$ cat src/rtl/gf180mcu_fd_sc_mcu9t5v0__bufz_rcv_pkg.sv
// Shared defaults and width helpers for the bufz bus receiver.
package gf180mcu_fd_sc_mcu9t5v0__bufz_rcv_pkg;

    localparam int DEF_WIDTH        = 8;
    localparam int DEF_DEPTH        = 4;
    localparam int DEF_IDLE_TIMEOUT = 16;

    // Occupancy counter must represent 0..DEPTH inclusive.
    function automatic int cnt_width(input int depth);
        return $clog2(depth) + 1;
    endfunction

    // Idle counter saturates at the timeout value, so it needs to hold 0..timeout.
    function automatic int idle_width(input int timeout);
        return (timeout < 2) ? 1 : $clog2(timeout + 1);
    endfunction

endpackage

$ cat src/rtl/gf180mcu_fd_sc_mcu9t5v0__bufz_rcv_fifo.sv
// Synchronous FIFO with a registered head-of-queue output that keeps the last
// popped word when empty; a pop frees a slot for a push in the same cycle.
module gf180mcu_fd_sc_mcu9t5v0__bufz_rcv_fifo
    import gf180mcu_fd_sc_mcu9t5v0__bufz_rcv_pkg::*;
#(
    parameter int WIDTH = DEF_WIDTH,
    parameter int DEPTH = DEF_DEPTH
) (
    input  logic                        clk,
    input  logic                        srst,
    input  logic                        push,
    input  logic                        pop,
    input  logic [WIDTH-1:0]            din,
    output logic [WIDTH-1:0]            dout,
    output logic                        full,
    output logic                        empty,
    output logic [cnt_width(DEPTH)-1:0] count
);

    localparam int AW = $clog2(DEPTH);
    localparam int CW = cnt_width(DEPTH);

    logic [WIDTH-1:0] mem [DEPTH];
    logic [AW-1:0]    rd_ptr_reg, rd_ptr_next;
    logic [AW-1:0]    wr_ptr_reg, wr_ptr_next;
    logic [CW-1:0]    count_reg, count_next;
    logic [WIDTH-1:0] dout_reg, dout_next;
    logic             do_pop, do_push;

    assign do_pop  = pop && (count_reg != '0);
    assign do_push = push && ((count_reg != CW'(DEPTH)) || do_pop);

    always_comb begin
        rd_ptr_next = do_pop  ? rd_ptr_reg + AW'(1) : rd_ptr_reg;
        wr_ptr_next = do_push ? wr_ptr_reg + AW'(1) : wr_ptr_reg;
        count_next  = count_reg;
        if (do_push && !do_pop)
            count_next = count_reg + CW'(1);
        else if (do_pop && !do_push)
            count_next = count_reg - CW'(1);
        // The new head may be the word being written this very cycle.
        dout_next = dout_reg;
        if (count_next != '0) begin
            if (do_push && (wr_ptr_reg == rd_ptr_next))
                dout_next = din;
            else
                dout_next = mem[rd_ptr_next];
        end
    end

    generate
        for (genvar gi = 0; gi < DEPTH; gi++) begin : g_mem
            always_ff @(posedge clk) begin
                if (do_push && (wr_ptr_reg == AW'(gi)))
                    mem[gi] <= din;
            end
        end
    endgenerate

    always_ff @(posedge clk) begin
        if (srst) begin
            rd_ptr_reg <= '0;
            wr_ptr_reg <= '0;
            count_reg  <= '0;
            dout_reg   <= '0;
        end else begin
            rd_ptr_reg <= rd_ptr_next;
            wr_ptr_reg <= wr_ptr_next;
            count_reg  <= count_next;
            dout_reg   <= dout_next;
        end
    end

    assign dout  = dout_reg;
    assign count = count_reg;
    assign full  = (count_reg == CW'(DEPTH));
    assign empty = (count_reg == '0);

endmodule

$ cat src/rtl/gf180mcu_fd_sc_mcu9t5v0__bufz_rcv.sv
// Reader for a shared bufz tri-state bus: captures driven words into a FIFO,
// exposes them on valid/ready, and reports dropped captures and bus idleness.
module gf180mcu_fd_sc_mcu9t5v0__bufz_rcv
    import gf180mcu_fd_sc_mcu9t5v0__bufz_rcv_pkg::*;
#(
    parameter int WIDTH        = DEF_WIDTH,
    parameter int DEPTH        = DEF_DEPTH,
    parameter int IDLE_TIMEOUT = DEF_IDLE_TIMEOUT
) (
`ifdef USE_POWER_PINS
    inout  wire                         VDD,
    inout  wire                         VSS,
`endif
    input  logic                        CLK,
    input  logic                        RST,
    input  logic [WIDTH-1:0]            BUS,
    input  logic                        BUS_EN,
    output logic [WIDTH-1:0]            Q,
    output logic                        VALID,
    input  logic                        READY,
    output logic [cnt_width(DEPTH)-1:0] CNT,
    output logic                        OVF,
    output logic                        IDLE
);

    localparam int IW = idle_width(IDLE_TIMEOUT);

    logic          pop;
    logic          full;
    logic          empty;
    logic          ovf_reg;
    logic          idle_reg;
    logic [IW-1:0] idle_cnt_reg, idle_cnt_next;

    // Any enabled driver means the bus carries a word; X/Z bits pass through untouched.
    assign pop = READY && !empty;

    gf180mcu_fd_sc_mcu9t5v0__bufz_rcv_fifo #(
        .WIDTH (WIDTH),
        .DEPTH (DEPTH)
    ) u_fifo (
        .clk   (CLK),
        .srst  (RST),
        .push  (BUS_EN),
        .pop   (pop),
        .din   (BUS),
        .dout  (Q),
        .full  (full),
        .empty (empty),
        .count (CNT)
    );

    always_comb begin
        idle_cnt_next = idle_cnt_reg;
        if (BUS_EN)
            idle_cnt_next = '0;
        else if (idle_cnt_reg < IW'(IDLE_TIMEOUT))
            idle_cnt_next = idle_cnt_reg + IW'(1);
    end

    always_ff @(posedge CLK) begin
        if (RST) begin
            ovf_reg      <= 1'b0;
            idle_cnt_reg <= '0;
            idle_reg     <= 1'b0;
        end else begin
            if (BUS_EN && full && !pop)
                ovf_reg <= 1'b1;
            idle_cnt_reg <= idle_cnt_next;
            idle_reg     <= (idle_cnt_next == IW'(IDLE_TIMEOUT));
        end
    end

    assign VALID = !empty;
    assign OVF   = ovf_reg;
    assign IDLE  = idle_reg;

endmodule

$ cat config.mk
export PLATFORM = sky130hd
export DESIGN_NAME = gf180mcu_fd_sc_mcu9t5v0__bufz_rcv
export DESIGN_NICKNAME = d
export VERILOG_FILES = /design/src/rtl/gf180mcu_fd_sc_mcu9t5v0__bufz_rcv_pkg.sv /design/src/rtl/gf180mcu_fd_sc_mcu9t5v0__bufz_rcv_fifo.sv /design/src/rtl/gf180mcu_fd_sc_mcu9t5v0__bufz_rcv.sv
export SDC_FILE = /design/constraint.sdc
export NUM_CORES = 1
export LEC_CHECK = 0
export CAP_MARGIN = 20
export CORE_AREA = 2 2 67 69
export CTS_CLUSTER_DIAMETER = 50
export DETAILED_ROUTE_END_ITERATION = 6
export DIE_AREA = 0 0 69 71
export PLACE_DENSITY = 0.81
export SYNTH_ARGS = -nofsm -noshare
export SYNTH_HDL_FRONTEND = slang
export SYNTH_SLANG_ARGS = --single-unit
$ cat constraint.sdc
create_clock -name CLK -period 5.4 [get_ports CLK]
set_clock_uncertainty 0.2 [all_clocks]
set_input_delay 0.81 -clock CLK [delete_from_list [all_inputs] [get_ports CLK]]
set_output_delay 0.81 -clock CLK [all_outputs]
set_load 0.02 [all_outputs]
After elaboration in Yosys (flattened, before gate mapping)
Memory sizes are Yosys's and may differ from the RTL's.
Cells that the tools add are included.
Widths: inputs -> output; s select.
Cells by class
  magnitude comparators: 1
  reductions and logical operators: 24
  mux-type cells: 23
  equality and inequality tests: 7
  $add $sub $neg: 5
Operators by type and width (number)
  $mux 8: 4
  $reduce_or 8->1: 3
  $logic_and 1x1->1: 12
  $mux 1: 11
  $mux 5: 2
  $mux 2: 4
  $mux 3: 2
  $reduce_bool 3->1: 2
  $add 5x1->5 const B: 1
  $eq 5x5->1 const B: 1
  $lt 5x5->1 const B: 1
  $add 2x1->2 const B: 2
  $eq 2x2->1 const B: 2
  $logic_not 1->1: 4
  $add 3x1->3 const B: 1
  $eq 3x3->1 const B: 1
  $logic_not 3->1: 1
  $ne 3x3->1 const B: 1
  $sub 3x1->3 const B: 1
  $eq 2x1->1 const B: 1
  $eq 2x2->1: 1
  $logic_not 2->1: 1
  $logic_or 1x1->1: 1
Storage, ports and cells
  word-level logic and storage cells: 68
  memories: 1
  flip-flop bits (word level): 22
  output and inout bits: 14
  bits in writable memories: 32
Memory list
  u_fifo.mem: words 4, width 8, rd ports 1, clocked after Yosys merged registers in 0, write ports 1, line gf180mcu_fd_sc_mcu9t5v0__bufz_rcv_fifo.sv:23  | logic [WIDTH-1:0] mem [DEPTH];

Depth between registers and ports, before layout
Gate-level depths: netlist (run 1).
  word-level depth: 13
  depth in mapped cells: 10

Cells and area by module
A second synthesis (run 1) with hierarchy kept.
Unflattened totals
  cell total of the unflattened synthesis: 177
  area total of the unflattened synthesis: 2413.6 um2
By module, submodules not included
  gf180mcu_fd_sc_mcu9t5v0__bufz_rcv_fifo: instances 1, area an instance 2104.5 um2, cells each 144
  gf180mcu_fd_sc_mcu9t5v0__bufz_rcv: instances 1, area an instance 309.0 um2, cells each 33

Least setup slack after synthesis (run 1)
Ideal clock, no wire load.
  kind: register to register
  start: register u_fifo.count_reg[0] (netlist: u_fifo.count[0])
  end: register u_fifo.dout_reg[0] (netlist: u_fifo.dout[0])
  period minus slack after synthesis: 2.595 ns
  setup slack: 2.805 ns
  arrival: 2.270 ns
  setup time: 0.124 ns
  cell stages (with the launch flop): 10
  cells stage by stage: dfxtp_1 > inv_1 > ha_1 > nor2b_1 > inv_1 > nand3_1 > xor2_2 > mux4_2 > mux2i_1 > o2bb2ai_1
Between the ends
  longest elaborated chain between the ends: 11
  elaborated cells between the ends (all ways): 22
  classes of those cells: add/sub (2); eq/ne (2); mux (4); reduce/logical (13); memory (1)
Ends and longest elaborated chain
  start: declaration: line gf180mcu_fd_sc_mcu9t5v0__bufz_rcv_fifo.sv:26  | logic [CW-1:0] count_reg, count_next;
  start signal: assignment: line gf180mcu_fd_sc_mcu9t5v0__bufz_rcv_fifo.sv:69  | count_reg <= count_next;
  $logic_not 3->1 (*): line gf180mcu_fd_sc_mcu9t5v0__bufz_rcv_fifo.sv:77  | assign empty = (count_reg == '0);
  $logic_not 1->1 (*)
  via VALID: line gf180mcu_fd_sc_mcu9t5v0__bufz_rcv.sv:19  | output logic VALID,
  $logic_and 1x1->1 (*): line gf180mcu_fd_sc_mcu9t5v0__bufz_rcv.sv:36  | assign pop = READY && !empty;
  $logic_and 1x1->1 (*): line gf180mcu_fd_sc_mcu9t5v0__bufz_rcv_fifo.sv:30  | assign do_pop = pop && (count_reg != '0);
  $logic_or 1x1->1: line gf180mcu_fd_sc_mcu9t5v0__bufz_rcv_fifo.sv:31  | assign do_push = push && ((count_reg != CW'(DEPTH)) || do_pop);
  $logic_and 1x1->1: line gf180mcu_fd_sc_mcu9t5v0__bufz_rcv_fifo.sv:31
  $logic_not 1->1: line gf180mcu_fd_sc_mcu9t5v0__bufz_rcv_fifo.sv:39  | else if (do_pop && !do_push)
  $logic_and 1x1->1: line gf180mcu_fd_sc_mcu9t5v0__bufz_rcv_fifo.sv:39
  $mux 3: line gf180mcu_fd_sc_mcu9t5v0__bufz_rcv_fifo.sv:39
  $mux 3: line gf180mcu_fd_sc_mcu9t5v0__bufz_rcv_fifo.sv:37  | if (do_push && !do_pop)
  $reduce_bool 3->1: line gf180mcu_fd_sc_mcu9t5v0__bufz_rcv_fifo.sv:43  | if (count_next != '0) begin
  end signal: assignment: line gf180mcu_fd_sc_mcu9t5v0__bufz_rcv_fifo.sv:70  | dout_reg <= dout_next;
  end: declaration: line gf180mcu_fd_sc_mcu9t5v0__bufz_rcv_fifo.sv:27  | logic [WIDTH-1:0] dout_reg, dout_next;
The timed path passes the listed nets; every way through them passes the cells marked *.
A chain may end at the register's enable or synchronous reset.

Worst setup path in the final report (run 1)
  start: input port READY
  end: register u_fifo.dout_reg[0] (netlist: u_fifo.dout[0])
Between the ends
  longest elaborated chain between the ends: 9
  elaborated cells between the ends (all ways): 16
  classes of those cells: eq/ne (1); mux (4); reduce/logical (10); memory (1)
Ends and longest elaborated chain
  start: declaration: line gf180mcu_fd_sc_mcu9t5v0__bufz_rcv.sv:20  | input logic READY,
  $logic_and 1x1->1 (*): line gf180mcu_fd_sc_mcu9t5v0__bufz_rcv.sv:36
  $logic_and 1x1->1 (*): line gf180mcu_fd_sc_mcu9t5v0__bufz_rcv_fifo.sv:30
  $logic_or 1x1->1: line gf180mcu_fd_sc_mcu9t5v0__bufz_rcv_fifo.sv:31
  $logic_and 1x1->1: line gf180mcu_fd_sc_mcu9t5v0__bufz_rcv_fifo.sv:31
  $logic_not 1->1: line gf180mcu_fd_sc_mcu9t5v0__bufz_rcv_fifo.sv:39
  $logic_and 1x1->1: line gf180mcu_fd_sc_mcu9t5v0__bufz_rcv_fifo.sv:39
  $mux 3: line gf180mcu_fd_sc_mcu9t5v0__bufz_rcv_fifo.sv:39
  $mux 3: line gf180mcu_fd_sc_mcu9t5v0__bufz_rcv_fifo.sv:37
  $reduce_bool 3->1: line gf180mcu_fd_sc_mcu9t5v0__bufz_rcv_fifo.sv:43
Every way passes the cells marked *; elsewhere a longest branch is shown, timed or not.

==> flow_summary.toml, run 1 <==
[drt]
routed-wl-met3_um = 158
drc_errors = 0
wl_met1_um = 1990
dr.pass1.iters = 4
wl_per_cell_um = 17.7
vias = 1494
highest_layer = "met4"
via_per_inst = 5.88
ant_nets = 0
totalWireLength_um = 4490
dr_wl_met2_um = 2260
drt_iter0_markers = 158

[global_routing]
grt_pass1_vias = 1509
antenna_found_initial = 0
grt-ovfl-total = 0
grt.total_usage = 0.198
grt_max_degree = 19
grt_pass1_wl_um = 7460

[sta]
layout_setup_ws_ns = 2.28
fin_crit_ns = 3.12
tns_ns = 0
period_share = 0.578
setup_viol = 0
drv_slew = 0
hold_viol_final = 0
worst_pin_slew_ns = 0.698
max_freq_mhz = 321
rsz0062_at_grt = "false"
slew_headroom = 0.533

[cells_and_area]
nets = 221
finalNonFillerCells = 254
diodes = 0
largest_register_ffs = 32
area_delta_synth_final_pct = 17.2
fin_util = 0.662
drive_gt1_frac = 0.0891

[setup_path]
r2r_slack_ns = 2.48
end_kind = "flop"
regToRegEndpoint = "u_fifo.dout[0]"
path_max_fanout = 9
r2r_start = "u_fifo.count[0]"
cp.arrival_ns = 3.11
ff2ff_path_depth = 8
crit_required_ns = 5.39
startpoint_type = "input port"
crit_type = "in2reg"

[clock_network]
clkSlewWorstSetupHoldPaths_ns = 0.09
cts_sinks = 54
clk-insertion-delay-late_ns = 0.31
cts_tree = "yes"
cts_htree_levels = 2
cts_buffers = 5
cts_resized = 0
postCtsSetupBuffers = 0
clk_path_buf_depth = 2
cts_root_buf = "clkbuf_8"
cts_hold_buf = 0

[yosys]
synth_xor_area_frac = 0.0290
synth_cell_types = 40
synth_edf_count = 32
yosysWarningCount = 0
syn-num-nets = 197
synthFlopType = "edfxtp_1"
synth_top_family_by_area = "multiplexers"
syn_avg_cell_area_sq_um = 13.4
netlist_instances = 177
synth_compound_area_frac = 0.0854
synth_area_sq_mm = 0.00237
synth_fa_ha_area_frac = 0.0464
synth-seq-area-share = 0.590
ys_seq_elements = 54
async_reset_ff_frac = 0
synth-simple-area-share = 0.0975
synth_mux_area_frac = 0.118

[power_and_ir_drop]
finalPower_w = 0.00135
leakage_nw = 0.967
p_per_area_mw_per_mm2 = 485
ir_worst_vdd_mv = 0.232

[placed_design]
port_buffers = 25
dp.cells = 246
dp_slack_ns = 1.94
hpwl_um = 3100
place_congestion = 0.762

[worst_hold_path]
min_from = "OVF"
hold_end = "OVF"
worstHoldPathCells = 2
min_path_type = "reg2reg"

[floorplan]
die_area_sq_mm = 0.00490
die_w_um = 69
initial_utilization = 0.565
pin_count = 26
core_area_sq_mm = 0.00420
rows = 24
die_h_um = 71

[status]
status = "finished, final reports clean"

[run]
maxCapViolCount = 0
cell usage after synthesis, types with 2 or more instances:
library cell,number,share of area
a211oi_1,2,0.0063
a21oi_1,2,0.0042
and2_1,5,0.013
buf_4,2,0.0063
clkbuf_1,4,0.0063
dfxtp_1,22,0.19
edfxtp_1,32,0.40
ha_1,8,0.042
inv_1,8,0.013
mux2i_1,10,0.042
mux4_2,8,0.076
nand2_1,7,0.011
nand2b_1,2,0.0053
nand3_1,3,0.0063
nand3b_1,2,0.0063
nor2_1,10,0.016
nor2b_1,7,0.018
nor3_1,6,0.013
o21ai_0,5,0.011
o2bb2ai_1,8,0.030
xnor2_1,3,0.011
xor2_1,3,0.011
cells in the final DEF, fill, tap and decap left out, drive strengths merged, types with 4 or more instances in the layout:
cell type and count:
mux2i 10, o2bb2ai 8, clkbuf 5, dfxtp 22, nor2 10, mux4 8, xor2 4, nand2 7
clkdlybuf4s50 25, and2 5, nor2b 7, nor3 6, inv 9, edfxtp 32, ha 8, o21ai 5
metal layers:
metal	up-vias	track usage
met5	-	0
met4	0	0.0654
met3	9	0.0513
met2	32	0.334
met1	742	0.251
li1	711	-
how the worst max path moves through the flow:
stage / startpoint / endpoint / slack (ns)
after floorplan: u_fifo.count[0] / u_fifo.dout[0] / 2.81
final: READY / u_fifo.dout[0] / 2.28
after global routing: READY / u_fifo.dout[2] / 2.05
after global placement: READY / u_fifo.dout[7] / 2.02
after detailed placement: READY / u_fifo.dout[6] / 1.94
after CTS: READY / u_fifo.dout[0] / 2.25
metrics by stage:
stage | hold WS (ns) | area [sq um]
final | 0.275 | 2780
after global routing | 0.291 | 2780
after CTS | 0.279 | 2780
after detailed placement | 0.250 | 2640
after global placement | 0.244 | 2640
after floorplan | 0.329 | 2370
worst max-delay path: stages:
cell             delay, ns
clkdlybuf4s50_1       0.65
inv_2                 0.06
o21ai_0               0.22
and2_1                0.55
mux4_2                0.59
mux2i_1               0.15
o2bb2ai_1             0.08
power by group:
part / total, W / internal (W) / switching (W) / leakage [nW]
combinational: 0.000500 / 0.000237 / 0.000264 / 0.424
sequential: 0.000532 / 0.000491 / 0.0000404 / 0.474
clock: 0.000317 / 0.000186 / 0.000131 / 0.0683
area by class of cell:
cell class	count	area, sq um
Fill cell	310	1420
Sequential cell	54	1400
Multi-Input combinational cell	106	893
Timing Repair Buffer	25	250
Clock buffer	5	68.8
Clock inverter	3	68.8
Tap cell	52	65.1
Inverter	9	33.8
kinds of logic after synthesis:
group           Yosys count
simple gates             45
xor+xnor                  7
compound gates           27
mux                      18
flops                    54
fa+ha+maj                 9
buf+inv                  17
Power figures use the tool's default switching activity.
==> run 2: changes to the inputs <==
CORE_AREA = 2 2 69 71   (was 2 2 67 69)
DIE_AREA = 0 0 71 73   (was 0 0 69 71)
PLACE_DENSITY = 0.76   (was 0.81)
clock period = 3.2 ns   (was 5.4 ns; I/O delays follow)
==> run 2 against run 1 <==
Net effect:
- register-to-register slack lost 2.0 ns
- utilization shrank 5.1 points
- sequential power grew 68%
- power grew 58%
- final cell count grew 2.8%
- hold slack lost 0.0063 ns
- global-route usage shrank 1.4 points
- worst setup slack lost 1.8 ns
==> flow_summary.toml, run 2 (synthesis results as in run 1) <==
[sta]
hold_viol_final = 0
period_share = 0.863
setup_viol = 0
fin_crit_ns = 2.76
worst_pin_slew_ns = 0.538
slew_headroom = 0.641
drv_slew = 0
tns_ns = 0
max_freq_mhz = 362
rsz0062_at_grt = "false"

[setup_path]
crit_family = "multiplexers"
max_stage_delay_ns = 0.48
crit_end = "u_fifo.dout[4]"
path_depth = 9
r2r_start = "u_fifo.count[0]"
crit_type = "reg2reg"
crit_required_ns = 3.18
end_kind = "flop"
path_buf_inv = 2
startpoint_type = "flop"
path_cells = "inv_1 -> ha_1 -> nor2b_1 -> inv_1 -> nand3_1 -> xor2_2 -> mux4_2 -> mux2i_1 -> o2bb2ai_1"
path_max_fanout = 9
critPathSlowestCell = "dfxtp_1"
regToRegEndpoint = "u_fifo.dout[4]"
cp-startpoint = "u_fifo.count[0]"
r2r_slack_ns = 0.44
ff2ff_path_depth = 9
cp.arrival_ns = 2.75
cp_common_cell = "inv_1"

[global_routing]
grt-ovfl-total = 0
grt_pass1_vias = 1458
grt_pass1_wl_um = 7100
antenna_found_initial = 0
grt.total_usage = 0.184
grt_max_degree = 17

[worst_hold_path]
min_path_type = "reg2reg"

[drt]
vias = 1464
wl_per_cell_um = 16.8
dr.pass1.iters = 4
ant_nets = 0
drt_iter0_markers = 85
drc_errors = 0
totalWireLength_um = 4390
via_per_inst = 5.61

[clock_network]
clk_path_buf_depth = 2
cts_root_buf = "clkbuf_8"
clk-insertion-delay-late_ns = 0.30
clkSlewWorstSetupHoldPaths_ns = 0.09
cts_hold_buf = 0
cts_sinks = 54
cts_buffers = 5
cts_resized = 0
cts_htree_levels = 2
postCtsSetupBuffers = 0
cts_tree = "yes"

[floorplan]
core_area_sq_mm = 0.00454
die_h_um = 73
rows = 25
initial_utilization = 0.523
pin_count = 26
die_area_sq_mm = 0.00518
die_w_um = 71

[cells_and_area]
nets = 226
drive_gt1_frac = 0.101
area_delta_synth_final_pct = 16.6
multi_input_area_sq_um = 893
diodes = 0
nFillCells = 327
final_cell_mix = "edfxtp_1, clkdlybuf4s50_1, dfxtp_1"
largest_register_ffs = 32
ff_latch_area_sq_mm = 0.00140
finalNonFillerCells = 261
postLayoutCellArea_sq_mm = 0.00277
layout_commonest_cell = "edfxtp_1"

[placed_design]
dpl-instance-area_sq_mm = 0.00268
port_buffers = 25
place_congestion = 0.844
hpwl_um = 3110
dp.cells = 253

[power_and_ir_drop]
ir_worst_vdd_mv = 0.505
leakage_nw = 0.961
p_per_area_mw_per_mm2 = 769
finalPower_w = 0.00213

[status]
status = "finished, final reports clean"

[run]
maxCapViolCount = 0
run 2: final cells by class:
| type | instances | share of cell area |
|---|---|---|
| clock buffer | 7 | 0.0276 |
| inverter | 9 | 0.0122 |
| multi-input combinational | 106 | 0.323 |
| sequential | 54 | 0.506 |
| tap | 54 | 0.0244 |
| clock inverter | 1 | 0.00271 |
| timing repair buffer | 30 | 0.104 |
run 2: per-layer routing:
metal	track usage	routed length (um)	vias up
met2	0.328	2300	30
met5	0	0	-
li1	-	-	717
met3	0.0552	179	7
met1	0.221	1860	710
met4	0.0440	47	0
run 2: where the power goes:
part | switching [W] | internal, W
Clock | 0.000209 | 0.000155
Sequential | 0.0000665 | 0.000829
Combinational | 0.000442 | 0.000425
run 2: worst min-delay path by stage:
stage / endpoint / startpoint / slack, ns / depth (start not counted)
after global routing: u_fifo.dout[6] / u_fifo.dout[6] / 0.28 / 1
after CTS: u_fifo.dout[3] / u_fifo.dout[3] / 0.27 / 1
after detailed placement: u_fifo.dout[3] / u_fifo.dout[3] / 0.25 / 1
after floorplan: IDLE / idle_cnt_reg[2] / 0.33 / 3
final: u_fifo.dout[4] / u_fifo.dout[4] / 0.27 / 1
after global placement: u_fifo.dout[2] / u_fifo.dout[2] / 0.24 / 1
run 2: metrics by stage:
step	setup slack (ns)	hold slack [ns]	util
floorplan	0.605	0.329	-
global placement	0.471	0.243	0.592
detailed placement	0.372	0.248	0.592
CTS	0.374	0.273	0.610
global route	0.224	0.280	0.610
finish	0.439	0.269	0.610
